**src/rtl/sequenciador_pilha.sv**
```systemverilog
// Stack-access sequencer: turns UC commands into push/pop strobe sequences and runs binary ops through the ULA.
// Optional DUP command is built only when SEQ_PILHA_DUP_EN is defined; otherwise cmd_op = 11 is rejected.
module sequenciador_pilha #(
    parameter int unsigned WIDTH = 16,
    parameter int unsigned DEPTH = 16
) (
    input  logic             clk,
    input  logic             rst,
    input  logic             cmd_valid,
    output logic             cmd_ready,
    input  logic [1:0]       cmd_op,
    input  logic [2:0]       cmd_func,
    input  logic [WIDTH-1:0] cmd_imm,
    output logic             pilha_push,
    output logic             pilha_pop,
    output logic             pilha_sel,
    output logic [WIDTH-1:0] pilha_din_uc,
    input  logic [WIDTH-1:0] pilha_dout,
    input  logic [15:0]      pilha_tos,
    output logic [WIDTH-1:0] ula_a,
    output logic [WIDTH-1:0] ula_b,
    output logic [2:0]       ula_op,
    input  logic [WIDTH-1:0] ula_result,
    output logic             done,
    output logic             erro,
    output logic [WIDTH-1:0] result
);

    localparam logic [15:0] DEPTH_W  = 16'(DEPTH);
    localparam logic [1:0]  OP_PUSH  = 2'b00;
    localparam logic [1:0]  OP_POP   = 2'b01;
    localparam logic [1:0]  OP_BINOP = 2'b10;
`ifdef SEQ_PILHA_DUP_EN
    localparam logic [1:0]  OP_DUP   = 2'b11;
`endif

    typedef enum logic [3:0] {
        OCIOSO,
        ESCREVE,
        LE1,
        LE2,
        CAPT_A,
        CAPT,
        ULA,
`ifdef SEQ_PILHA_DUP_EN
        DUP1,
        DUP2,
`endif
        FIM,
        ERRO
    } state_t;

    state_t state_q, state_d;

    logic [1:0]       op_q, op_d;
    logic [2:0]       func_q, func_d;
    logic [WIDTH-1:0] b_q, b_d;

    logic             cmd_ready_q, cmd_ready_d;
    logic             pilha_push_q, pilha_push_d;
    logic             pilha_pop_q, pilha_pop_d;
    logic             pilha_sel_q, pilha_sel_d;
    logic [WIDTH-1:0] pilha_din_uc_q, pilha_din_uc_d;
    logic [WIDTH-1:0] ula_a_q, ula_a_d;
    logic [WIDTH-1:0] ula_b_q, ula_b_d;
    logic [2:0]       ula_op_q, ula_op_d;
    logic             done_q, done_d;
    logic             erro_q, erro_d;
    logic [WIDTH-1:0] result_q, result_d;

    // Next state, data captures, and registered strobes decoded from the next state
    always_comb begin
        state_d        = state_q;
        op_d           = op_q;
        func_d         = func_q;
        b_d            = b_q;
        pilha_din_uc_d = pilha_din_uc_q;
        ula_a_d        = ula_a_q;
        ula_b_d        = ula_b_q;
        ula_op_d       = ula_op_q;
        result_d       = result_q;

        case (state_q)
            OCIOSO: begin
                if (cmd_valid) begin
                    op_d   = cmd_op;
                    func_d = cmd_func;
                    case (cmd_op)
                        OP_PUSH: begin
                            if (pilha_tos < DEPTH_W) begin
                                state_d        = ESCREVE;
                                pilha_din_uc_d = cmd_imm;
                            end else begin
                                state_d = ERRO;
                            end
                        end
                        OP_POP:   state_d = (pilha_tos >= 16'd1) ? LE1 : ERRO;
                        OP_BINOP: state_d = (pilha_tos >= 16'd2) ? LE1 : ERRO;
`ifdef SEQ_PILHA_DUP_EN
                        default:  state_d = ((pilha_tos >= 16'd1) && (pilha_tos < DEPTH_W)) ? LE1 : ERRO;
`else
                        default:  state_d = ERRO;
`endif
                    endcase
                end
            end
            ESCREVE: state_d = FIM;
            LE1:     state_d = (op_q == OP_BINOP) ? LE2 : CAPT;
            LE2: begin
                b_d     = pilha_dout;
                state_d = CAPT_A;
            end
            CAPT_A: begin
                ula_a_d  = pilha_dout;
                ula_b_d  = b_q;
                ula_op_d = func_q;
                state_d  = ULA;
            end
            ULA: begin
                result_d = ula_result;
                state_d  = FIM;
            end
            CAPT: begin
`ifdef SEQ_PILHA_DUP_EN
                if (op_q == OP_DUP) begin
                    pilha_din_uc_d = pilha_dout;
                    state_d        = DUP1;
                end else begin
                    result_d = pilha_dout;
                    state_d  = FIM;
                end
`else
                result_d = pilha_dout;
                state_d  = FIM;
`endif
            end
`ifdef SEQ_PILHA_DUP_EN
            DUP1: state_d = DUP2;
            DUP2: state_d = FIM;
`endif
            FIM:     state_d = OCIOSO;
            ERRO:    state_d = OCIOSO;
            default: state_d = OCIOSO;
        endcase

        cmd_ready_d  = (state_d == OCIOSO);
`ifdef SEQ_PILHA_DUP_EN
        pilha_push_d = (state_d == ESCREVE) || (state_d == ULA) || (state_d == DUP1) || (state_d == DUP2);
`else
        pilha_push_d = (state_d == ESCREVE) || (state_d == ULA);
`endif
        pilha_pop_d  = (state_d == LE1) || (state_d == LE2);
        pilha_sel_d  = (state_d == ULA);
        done_d       = (state_d == FIM) || (state_d == ERRO);
        erro_d       = (state_d == ERRO);
    end

    always_ff @(posedge clk) begin
        if (rst) begin
            state_q        <= OCIOSO;
            op_q           <= 2'b00;
            func_q         <= 3'b000;
            b_q            <= '0;
            cmd_ready_q    <= 1'b1;
            pilha_push_q   <= 1'b0;
            pilha_pop_q    <= 1'b0;
            pilha_sel_q    <= 1'b0;
            pilha_din_uc_q <= '0;
            ula_a_q        <= '0;
            ula_b_q        <= '0;
            ula_op_q       <= 3'b000;
            done_q         <= 1'b0;
            erro_q         <= 1'b0;
            result_q       <= '0;
        end else begin
            state_q        <= state_d;
            op_q           <= op_d;
            func_q         <= func_d;
            b_q            <= b_d;
            cmd_ready_q    <= cmd_ready_d;
            pilha_push_q   <= pilha_push_d;
            pilha_pop_q    <= pilha_pop_d;
            pilha_sel_q    <= pilha_sel_d;
            pilha_din_uc_q <= pilha_din_uc_d;
            ula_a_q        <= ula_a_d;
            ula_b_q        <= ula_b_d;
            ula_op_q       <= ula_op_d;
            done_q         <= done_d;
            erro_q         <= erro_d;
            result_q       <= result_d;
        end
    end

    assign cmd_ready    = cmd_ready_q;
    assign pilha_push   = pilha_push_q;
    assign pilha_pop    = pilha_pop_q;
    assign pilha_sel    = pilha_sel_q;
    assign pilha_din_uc = pilha_din_uc_q;
    assign ula_a        = ula_a_q;
    assign ula_b        = ula_b_q;
    assign ula_op       = ula_op_q;
    assign done         = done_q;
    assign erro         = erro_q;
    assign result       = result_q;

endmodule
```
**config.mk**
```make
export PLATFORM = sky130hd
export DESIGN_NAME = sequenciador_pilha
export DESIGN_NICKNAME = d
export VERILOG_FILES = /design/src/rtl/sequenciador_pilha.sv
export SDC_FILE = /design/constraint.sdc
export NUM_CORES = 1
export LEC_CHECK = 0
export ABC_CLOCK_PERIOD_IN_PS = 2900
export CORE_AREA = 3 3 90 109
export CTS_BUF_LIST = sky130_fd_sc_hd__clkbuf_4 sky130_fd_sc_hd__clkbuf_8 sky130_fd_sc_hd__clkbuf_16
export CTS_CLUSTER_DIAMETER = 200
export DETAILED_ROUTE_END_ITERATION = 8
export DIE_AREA = 0 0 93 112
export PLACE_DENSITY_LB_ADDON = 0.12
export REMOVE_ABC_BUFFERS = 1
export SLEW_MARGIN = 0
export SYNTH_ARGS = -nofsm -noshare
export SYNTH_HDL_FRONTEND = slang
export SYNTH_SLANG_ARGS = --single-unit
```
**constraint.sdc**
```tcl
create_clock -name clk -period 2.9 [get_ports clk]
set_clock_uncertainty 0.1 [all_clocks]
set_input_delay 0.87 -clock clk [delete_from_list [all_inputs] [get_ports clk]]
set_output_delay 0.87 -clock clk [all_outputs]
set_load 0.01 [all_outputs]
```
==> Word-level counts from Yosys, hierarchy flattened <==
Index checks and enable logic that the tools add are counted.
{ "totals": {"ff_bits": 98, "in_bits": 72, "out_inout_bits": 73} }
{ "classes": {"order_cmp": 3, "eq_ne": 15, "mux": 8, "n_reduce_logical": 10} }
{ "op_table": {"columns": ["operator", "count"], "rows": [
  ["one-hot mux 16 bit (2 select lines)", 1],
  ["== test 4 x 3 -> 1 bit (second input constant)", 5],
  ["one-hot mux 4 bit (5 select lines)", 1],
  ["== test 4 x 2 -> 1 bit (second input constant)", 4],
  ["greater-or-equal comparator 16 x 1 -> 1 bit (second input constant)", 1],
  ["greater-or-equal comparator 16 x 2 -> 1 bit (second input constant)", 1],
  ["< comparator 16 x 5 -> 1 bit (second input constant)", 1],
  ["2-to-1 mux 4 bit", 4],
  ["one-hot mux 4 bit (3 select lines)", 1],
  ["== test 4 x 1 -> 1 bit (second input constant)", 2],
  ["logical NOT 4 bit", 2],
  ["== test 2 bit (second input constant)", 2],
  ["== test 4 bit (second input constant)", 1],
  ["AND reduction 4 bit", 1],
  ["logical OR 1 bit", 3],
  ["2-to-1 mux 3 bit", 1],
  ["OR reduction 3 bit", 1],
  ["== test 2 x 1 -> 1 bit (second input constant)", 1],
  ["logical NOT 2 bit", 1],
  ["AND reduction 2 bit", 1],
  ["nonzero test 2 bit", 1]
]} }

==> Logic depth before layout (Yosys ltp) <==
{ "logic_depth": {"ltp_word": 7, "mapped_depth": 8, "depth_no_buf": 5} }

==> Worst setup path after synthesis <==
No wires, ideal clock.
{ "synth_path": {"path_type": "input to register", "startpoint": "input port pilha_tos[10]", "endpoint": "register pilha_din_uc_q[10], in the netlist pilha_din_uc[10]", "setup_ns": 0.139, "arrival_time_ns": 2.149, "required_time_ns": 2.661, "setup_slack_ns": 0.512, "cell_stages": 7, "n_path_buf": 2, "cell_sequence": "nor4_4 -> nand3_2 -> or4_4 -> buf_6 -> buf_12 -> nand2_2 -> a21oi_2"} }
{ "synth_between": {"elab_chain_cells": 2} }
{ "synth_lines": {"columns": ["item", "line", "rtl"], "rows": [
  ["start, declared", "19", "input logic [15:0] pilha_tos,"],
  ["< comparator 16 x 5 -> 1 bit", "90", "if (pilha_tos < DEPTH_W) begin"],
  ["AND reduction 4 bit (no source line)", null, null],
  ["end signal, assigned", "184", "pilha_din_uc_q <= pilha_din_uc_d;"],
  ["end, declared", "63", "logic [WIDTH-1:0] pilha_din_uc_q, pilha_din_uc_d;"]
]} }
No other way between the ends.
A chain may end at the register's enable or synchronous reset.

==> Worst setup path after layout <==
{ "layout_path": {"startpoint": "input port pilha_tos[5]", "endpoint": "register pilha_din_uc_q[2], in the netlist pilha_din_uc[2]"} }
Same word-level chain as after synthesis.

==> impl_summary.md <==
Drt
For this run, the detailed router's first-pass iteration total came to 4. Across all layers, the routed design uses 3353 vias. In the routed design, unresolved DRC markers number 0. The remaining antenna violation count is 0. Using the TritonRoute via totals, the vias-per-cell ratio works out to 4.831. The final layout contains routed wiring with a total length of 9.158 mm.

Dividing the detail-routed wire length by the instance count gives 13.20 um. The DRC marker count from the first detailed-route iteration is 79.

Timing
The worst hold slack across all endpoints is 0.3513 ns. The fmax is 406.4 MHz. The pin slew with the least headroom to its limit is 0.7237 ns.

The final hold violation count is 0. Setup repair after global routing left no endpoint under its margin. The clock period minus worst slack is 2.461 ns.

The worst-case headroom to the max-slew limit is 51.64%. The final count of negative-setup-slack endpoints is 0. The count of pins over their slew limit is 0. Dividing the final minimum period by the clock period gives 84.86%. The aggregate negative setup slack is 0 ns.

Power and ir drop
In this run the static leakage power is 1.838 nW. For this design the ratio of total power to cell area is 696.8 nW/um^2. The design draws 3.874 mW.

IR analysis of the VDD net gives a maximum drop of 0.2758 mV.

Placement
Detailed placement finished with a half-perimeter wire length of 6.353 mm. Buffers placed on the I/O ports in this run total 144. The final RePlAce weighted congestion is 0.7178.

Clock tree
TritonCTS built the clock tree. The source-to-sink clock delay at the later pin of the worst-skew pair is 0.35 ns. For this design, the CTS-stage hold fixing added 0 buffers. Clock-pin slew was measured on the worst setup and hold paths at 0.09 ns.

The clock passes through at most 2 buffers. The tree built by TritonCTS fans out to 98 sinks. The clock tree root driver cell is clkbuf_8. Buffers added to address setup during post-CTS repair amount to 0. The depth of the CTS H-tree is 3. The TritonCTS buffer count is 9. The number of cells upsized or downsized after cts is 0.

Worst setup path
The endpoint required time on the critical path is 3.02 ns. The stage delay of the slowest cell on the critical path is 0.65 ns. STA classifies the critical path endpoint as a flip-flop. The library cell contributing the largest single delay on the critical path is or4_4. The category of cells accounting for the largest share of critical-path delay is simple AND/OR/NAND/NOR gates. Data on the critical path arrives at its endpoint at 2.58 ns. The worst setup path is launched from an input pin. The peak fanout along the critical path is 17. The classification of the worst setup path is in2reg. The signal on the critical path passes through clkdlybuf4s50_1 -> nor4_4 -> nand3_2 -> or4_4 -> nand2_1 -> a21oi_1.

The sum of buffers and inverters on the critical path is 1.

Synthesis
Counting flops and latches in the post-synthesis netlist gives 98. The proportion of synthesized chip area in sequential cells is 51.12%. The average size of a mapped cell is 8.721 sq um. The post-synthesis cell area is 3837 sq um. The number of warnings reported in the yosys synthesis log is 0. In the synthesized netlist, the number of instances is 440. Yosys mapped the design onto 37 distinct sky130hd cell types. For this run, the leading register cell type out of synthesis is dfxtp_1. The share of synthesized flip-flops with an asynchronous set or reset is 0%. The number of enable-type register cells in the synthesized netlist is 0.

Worst hold path
The worst hold path belongs to the class reg2reg.

Floorplanning
In this run the standard cell core region covers 8939 sq um. The initial utilization of the core area, before any placement, comes to 42.93%. The top-level port count is 145. The horizontal die dimension is 93 um. The die covers 10420 sq um. The chip height is 112 um. The number of core rows is 38.

Layout
Measured on the finished design, the core utilization comes to 62.21%. In the final design database the tool counted 641 nets. The relative area change from synthesis to final layout is 44.90%. The count of antenna diodes in the layout is 0.

The post-route netlist has 9.408% of its cells at a drive strength greater than 1.

GRT
The first global-routing pass estimated 15.23 mm of wire. The via count of the first global-routing pass is 3183. The maximum number of pins on one net before global-route repair is 61. Global routing used 18.04% of the available tracks across all layers. The total overflow left after global routing is 0. The number of antenna violations at the first check in global routing is 0.

Flow run
The tool flagged a number of max-cap violations equal to 0.

Status
The flow ran to the end, and the final reports show no timing, DRC or antenna violations.
==> path summary, 6_finish.rpt <==
path              depth (start not counted)  slack, ns                            to                  start
setup reg to reg                          4       0.99        result[8]$_SDFFE_PP0P_  state_q[0]$_SDFF_PP0_
hold / removal                            2       0.35        ula_b[12]$_SDFFE_PP0P_   b_q[12]$_SDFFE_PP0P_
setup / recovery                          6       0.44  pilha_din_uc[2]$_SDFFE_PP0P_           pilha_tos[5]
hold reg to reg                           2       0.35        ula_b[12]$_SDFFE_PP0P_   b_q[12]$_SDFFE_PP0P_
==> sequential cells by signal, indices dropped and copies added (netlist names) <==
signal and flops:
op_q 2, cmd_ready 1, result 16, pilha_push 1, ula_b 16, func_q 3
ula_a 16, pilha_pop 1, state_q 4, done 1, pilha_din_uc 16, b_q 16
erro 1, pilha_sel 1, ula_op 3
==> metrics by stage <==
stage | cells | setup slack (ns) | area, sq um
3_3_place_gp | 678 | 0.09871 | 5333
3_5_place_dp | 678 | 0.05189 | 5333
2_1_floorplan | 407 | 0.4405 | 3670
5_1_grt | 694 | 0.3528 | 5560
6_report | 694 | 0.4391 | 5560
4_1_cts | 694 | 0.4441 | 5560
==> worst reg2reg max path, stage by stage (launching register included) <==
cell	delay, ns
dfxtp_1	0.53
nand2b_1	0.17
nor2_4	0.61
mux2i_1	0.17
a211oi_1	0.25
==> synthesized netlist by cell type, drive strengths merged (4+ instances only) <==
cell type    n  area [sq um]
dfxtp       98          1962
nor2        31         123.9
nor3         4         25.02
nand2      136         533.0
clkbuf      22         82.58
nor4         4         85.08
buf         11         85.08
mux2i       21         210.2
a211oi      17         127.6
a21oi       70         395.4
nand3        4         37.54
==> placed cells by master, fill, tap and decap left out, types with 3 or more instances in the layout <==
master           count
a21oi_2              9
nand2_1            127
dfxtp_1             98
clkbuf_4             4
nand2b_1             3
mux2i_1             21
clkbuf_8            10
or3_1                3
nor3_1               3
a21oi_1             60
buf_4                7
a211oi_1            17
clkdlybuf4s50_1    143
nand2_2              9
nor2_1              30
nor4_4               4
==> final cells by class <==
class	count	area [sq um]
repair buffers	151	1504
flip-flops and latches	98	1962
clock buffers	14	167.7
multi-input cells	309	1717
clock inverters	2	60.06
well taps	120	150.1
fillers	801	3378
==> where the power goes <==
part	leakage [nW]	internal, mW	switching, mW
Sequential	0.793	1.53	0.118
Combinational	0.926	0.579	0.657
Clock	0.119	0.550	0.439
Total	1.84	2.66	1.21
==> metal layers <==
metal  GRT usage (%)  share of wire, %  up-vias  routed length [um]
met5               0                 0        -                   0
met4           5.865              0.95        0                  87
met3           5.608               7.2        5                 655
met2           29.70                49      101                4449
met1           22.44                43     1516                3966
li1                -                 -     1731                   -
==> logic make-up after synthesis <==
group	synth area share [%]
simple gates	23.77
flops	51.12
compound gates	14.80
buf+inv	4.369
mux	5.478
xor+xnor	0.4566
No activity file was read; power rests on OpenSTA's default activity.
